## src/rtl/sprite_loader.sv

```systemverilog
// sprite_loader: streams one SPRITE_W x SPRITE_H sprite into a frame RAM bank,
// one registered write per accepted pixel, while counting key-colour pixels.
module sprite_loader #(
   parameter int          SPRITE_W  = 32,
   parameter int          SPRITE_H  = 32,
   parameter logic [23:0] KEY_COLOR = 24'hFF0000
) (
   input  logic        Clk,
   input  logic        Reset_n,
   input  logic        start,
   input  logic [1:0]  bank,
   input  logic        abort,
   input  logic [23:0] pix_data,
   input  logic        pix_valid,
   output logic        pix_ready,
   output logic        wr_en,
   output logic [1:0]  wr_bank,
   output logic [9:0]  wr_addr,
   output logic [23:0] wr_data,
   output logic        busy,
   output logic        done,
   output logic [10:0] key_count
);

   localparam int XW = $clog2(SPRITE_W);
   localparam int YW = $clog2(SPRITE_H);

   typedef enum logic [1:0] {S_IDLE, S_LOAD, S_DONE} state_t;

   state_t        r_state;
   logic [XW-1:0] r_x;
   logic [YW-1:0] r_y;
   logic          r_wr_en;
   logic [1:0]    r_wr_bank;
   logic [9:0]    r_wr_addr;
   logic [23:0]   r_wr_data;
   logic          r_done;
   logic [10:0]   r_key_count;

   logic w_accept;
   logic w_last_pix;

   assign pix_ready  = (r_state == S_LOAD) && !abort;
   assign w_accept   = pix_valid && pix_ready;
   assign w_last_pix = (r_x == XW'(SPRITE_W - 1)) && (r_y == YW'(SPRITE_H - 1));

   assign busy      = (r_state == S_LOAD);
   assign wr_en     = r_wr_en;
   assign wr_bank   = r_wr_bank;
   assign wr_addr   = r_wr_addr;
   assign wr_data   = r_wr_data;
   assign done      = r_done;
   assign key_count = r_key_count;

   // NOTE: every register here updates with <= so all of them see the
   // pre-edge values of their neighbours, exactly like the flops they become.
   always_ff @(posedge Clk or negedge Reset_n) begin
      if (!Reset_n) begin
         r_state     <= S_IDLE;
         r_x         <= '0;
         r_y         <= '0;
         r_wr_en     <= 1'b0;
         r_wr_bank   <= 2'd0;
         r_wr_addr   <= 10'd0;
         r_wr_data   <= 24'd0;
         r_done      <= 1'b0;
         r_key_count <= 11'd0;
      end else begin
         r_wr_en <= w_accept;
         r_done  <= 1'b0;
         // Address and data only move on an acceptance, so they hold otherwise.
         if (w_accept) begin
            r_wr_addr <= 10'({r_y, r_x});
            r_wr_data <= pix_data;
         end
         case (r_state)
            S_IDLE: begin
               if (start) begin
                  r_wr_bank   <= bank;
                  r_x         <= '0;
                  r_y         <= '0;
                  r_key_count <= 11'd0;
                  r_state     <= S_LOAD;
               end
            end
            S_LOAD: begin
               if (abort) begin
                  r_state <= S_IDLE;
               end else if (w_accept) begin
                  if (pix_data == KEY_COLOR) r_key_count <= r_key_count + 11'd1;
                  if (r_x == XW'(SPRITE_W - 1)) begin
                     r_x <= '0;
                     r_y <= r_y + YW'(1);
                  end else begin
                     r_x <= r_x + XW'(1);
                  end
                  if (w_last_pix) begin
                     r_state <= S_DONE;
                     r_done  <= 1'b1;
                  end
               end
            end
            S_DONE: r_state <= S_IDLE;
            default: r_state <= S_IDLE;
         endcase
      end
   end

endmodule

```

## config.mk

```make
export PLATFORM = sky130hd
export DESIGN_NAME = sprite_loader
export DESIGN_NICKNAME = d
export VERILOG_FILES = /design/src/rtl/sprite_loader.sv
export SDC_FILE = /design/constraint.sdc
export NUM_CORES = 1
export LEC_CHECK = 0
export BUFFER_PORTS_ARGS = -buffer_cell sky130_fd_sc_hd__buf_2
export CAP_MARGIN = 30
export CORE_MARGIN = 4
export CORE_UTILIZATION = 46
export DETAILED_ROUTE_END_ITERATION = 16
export PLACE_DENSITY = 0.86
export SLEW_MARGIN = 20
export SYNTH_ARGS = -nofsm -noshare
export SYNTH_HDL_FRONTEND = slang
export SYNTH_SLANG_ARGS = --single-unit
```

## constraint.sdc

```tcl
create_clock -name Clk -period 2.1 [get_ports Clk]
set_input_delay 0.21 -clock Clk [delete_from_list [all_inputs] [get_ports Clk]]
set_output_delay 0.21 -clock Clk [all_outputs]
set_load 0.01 [all_outputs]
```

==> impl_metrics.toml <==
[yosys]
synthesis.area_um2 = 2730
synth-simple-area-share_pct = 12.5
synthFlopType = "dfrtp_1"
synth_top_family_by_area = "multiplexers"
synth.distinct_cells = 42
yosys_warnings = 0
synth_fp_nets = 254
synthAdderAreaFrac_pct = 2.29
muxShareOfSynthArea_pct = 15.7
ys_seq_area_share_pct = 55.8
ys_ff_latch = 61
synth_area_per_cell_um2 = 12.5
postSynthCellCount = 218
synth_compound_area_share_pct = 10.2
async_reset_ff_share_pct = 100
synth_edf_count = 0
yosys.area_share.xor_xnor_pct = 0.320

[setup_path]
critPathMostFrequentCell = "ha_1"
critPathSlowestCell = "or3b_2"
reg2reg_from = "r_x[1]$_DFFE_PN0P_"
critPathRequiredTime_ns = 2.31
startpoint_type = "flop"
arrival_ns = 2.19
cp_slowest_stage_delay_ns = 0.52
setup.worst_path.start = "r_x[1]$_DFFE_PN0P_"
timing_worst_setup_path_type = "flop to flop"
crit_chain = "ha_1 > and3_1 > ha_1 > or3b_2 > o211ai_1 > xor2_1 > nor2_1"
endpoint_kind = "flop"
path_max_fanout = 5
reg2reg_slack_ns = 0.12

[routing]
drtIter0Drc = 102
drc = 0
wl_per_cell_um = 15.1
vias = 2052
wl_mm = 5.93
dr.pass1.iters = 4
viasPerCell = 5.23
antenna_left = 0

[floorplan]
io_pins = 82
die_w_um = 85.1
core_area_um2 = 5640
dieArea_um2 = 7240
die_h_um = 85.1
rows = 27
initial_core_util_pct = 48.5

[placement]
io_buffers = 81
place_ws_ns = -0.0235
dp_hpwl_mm = 4.36
gp_congestion = 0.765
placed_area_um2 = 3300

[cts]
cts_buffer_depth = 2
cts_setup_buffers = 0
clkSinkCount = 61
numCtsBuffers = 9
cts_root_buf = "clkbuf_8"
clk_pin_slew_ns = 0.06
cts_tree = "built"
htreeDepth = 3
clk-insertion-delay-late_ns = 0.33

[global_route]
grt_pass1_vias = 2205
grt_pass1_wl_mm = 10.3
grt_overflow_total = 0
grt_max_degree = 33
track_usage_pct = 17.7
antenna_found_initial = 0

[cells_and_area]
multi_input_area_um2 = 1150
postLayoutCellArea_um2 = 3540
syn2layout_area_growth_pct = 29.7
antenna_cells = 0
ff_latch_area_um2 = 1530
fin_nets = 351
nFillCells = 450
drive_gt1_share_pct = 48.4

[timing]
tns_ns = 0
fin_crit_sh_pct = 94.3
setup_violations = 0
tightest_slew_ns = 0.695
rsz0062_at_grt = "no"
fmax_ghz = 0.505
slew_headroom_pct = 53.7
slew_viol_final = 0
fin_ws_ns = 0.120
post-route-min-period_ns = 1.98
skew_ns = 0.00781
final_hold_viol_count = 0

[pwr]
power-per-cell-area_nw_per_um2 = 958
ir_drop_mv = 0.598
power_w = 0.00340
p_leak_nw = 1.76

[worst_hold_path]
hp-class = "primary input to flop"
hp-start = "bank[1]"

[run]
maxCapViolations = 0

[run_status]
outcome = "complete, no violations"
-- layer usage --
layer	track usage, %	wire length [µm]
met1	22.2	2540
met2	28.7	2900
met3	6.12	411
met4	5.61	78
met5	0	0
-- layout by cell type, fill, tap and decap left out, types with 8 or more instances in the layout --
cell      count
buf_2        81
buf_4        11
clkbuf_8     11
dfrtp_1      61
inv_1        10
mux2_2       36
nand2_1       8
nor2_1        9
o211ai_1     10
o21ai_0      12
-- worst paths after layout --
kind / to / cells past startpoint
max in group asynchronous: wr_data[9]$_DFFE_PN0P_ / 3
worst max register to register: r_y[2]$_DFFE_PN0P_ / 7
worst max-delay path: r_y[2]$_DFFE_PN0P_ / 7
worst min-delay path: wr_bank[1]$_DFFE_PN0P_ / 2
worst min register to register: wr_data[2]$_DFFE_PN0P_ / 1
min in group asynchronous: r_y[0]$_DFFE_PN0P_ / 2
-- state kept, by name (all words and copies together), names as in the netlist --
register,flops
key_count,11
r_state,2
wr_addr,10
wr_data,24
wr_en,1
r_y,5
wr_bank,2
r_x,5
done,1
-- area by class of cell --
cell class	instances	area share, %
Timing Repair Buffer	94	14.6
Clock buffer	12	4.38
Clock inverter	4	1.98
Tap cell	72	2.54
Inverter	10	1.06
Multi-Input combinational cell	139	32.4
Sequential cell	61	43.1
-- what timing repair did --
| action | in CTS | in global routing |
|---|---|---|
| endpoints found under the hold margin | 29 | 0 |
| pin swaps | 0 | 0 |
| gates resized for setup | 1 | 1 |
| hold buffers | 1 | 0 |
| setup endpoints to repair | 1 | 1 |
-- cells by family after synthesis --
family	after synthesis
multiplexers	38
AO/OA/AOI/OAI	39
XOR/XNOR	1
buffers and inverters	18
AND/OR/NAND/NOR	56
flip-flops	61
adder cells (fa/ha/maj)	5
-- Yosys cell counts (3+ instances only) --
| cell | number | area, µm² |
|---|---|---|
| o31a_1 | 3 | 26.3 |
| inv_1 | 10 | 37.5 |
| nand2_1 | 8 | 30.0 |
| o21ai_0 | 12 | 60.1 |
| mux2_2 | 36 | 405 |
| nor4_1 | 5 | 31.3 |
| dfrtp_1 | 61 | 1530 |
| nor3_1 | 5 | 25.0 |
| buf_2 | 6 | 30.0 |
| nand3_1 | 5 | 25.0 |
| and3_1 | 5 | 31.3 |
| ha_1 | 5 | 62.6 |
| o211ai_1 | 10 | 75.1 |
| nor2_1 | 9 | 33.8 |
| o21a_1 | 3 | 22.5 |
| a22o_1 | 3 | 26.3 |
-- metrics by stage --
step | std cells | utilization (%) | hold WS (ns)
finish | 392 | 62.8 | 0.125
global route | 392 | 62.8 | 0.104
CTS | 392 | 62.7 | 0.112
detailed placement | 375 | 58.5 | 0.296
global placement | 375 | 58.5 | 0.286
floorplan | 218 | - | -0.0856
-- power by group --
part / switching (W) / total [W] / internal, W
combinational: 0.000347 / 0.000709 / 0.000362
clock: 0.000436 / 0.00117 / 0.000730
sequential: 0.000131 / 0.00152 / 0.00139
total: 0.000914 / 0.00340 / 0.00248
-- critical path: cells and delay by family, from the launching register on --
kind            cells  cell delay, ns
compound gates      1            0.14
fa+ha+maj           2            0.39
simple gates        3            0.75
xor+xnor            1            0.16
flops               1            0.41
No activity file was read; power rests on OpenSTA's default activity.
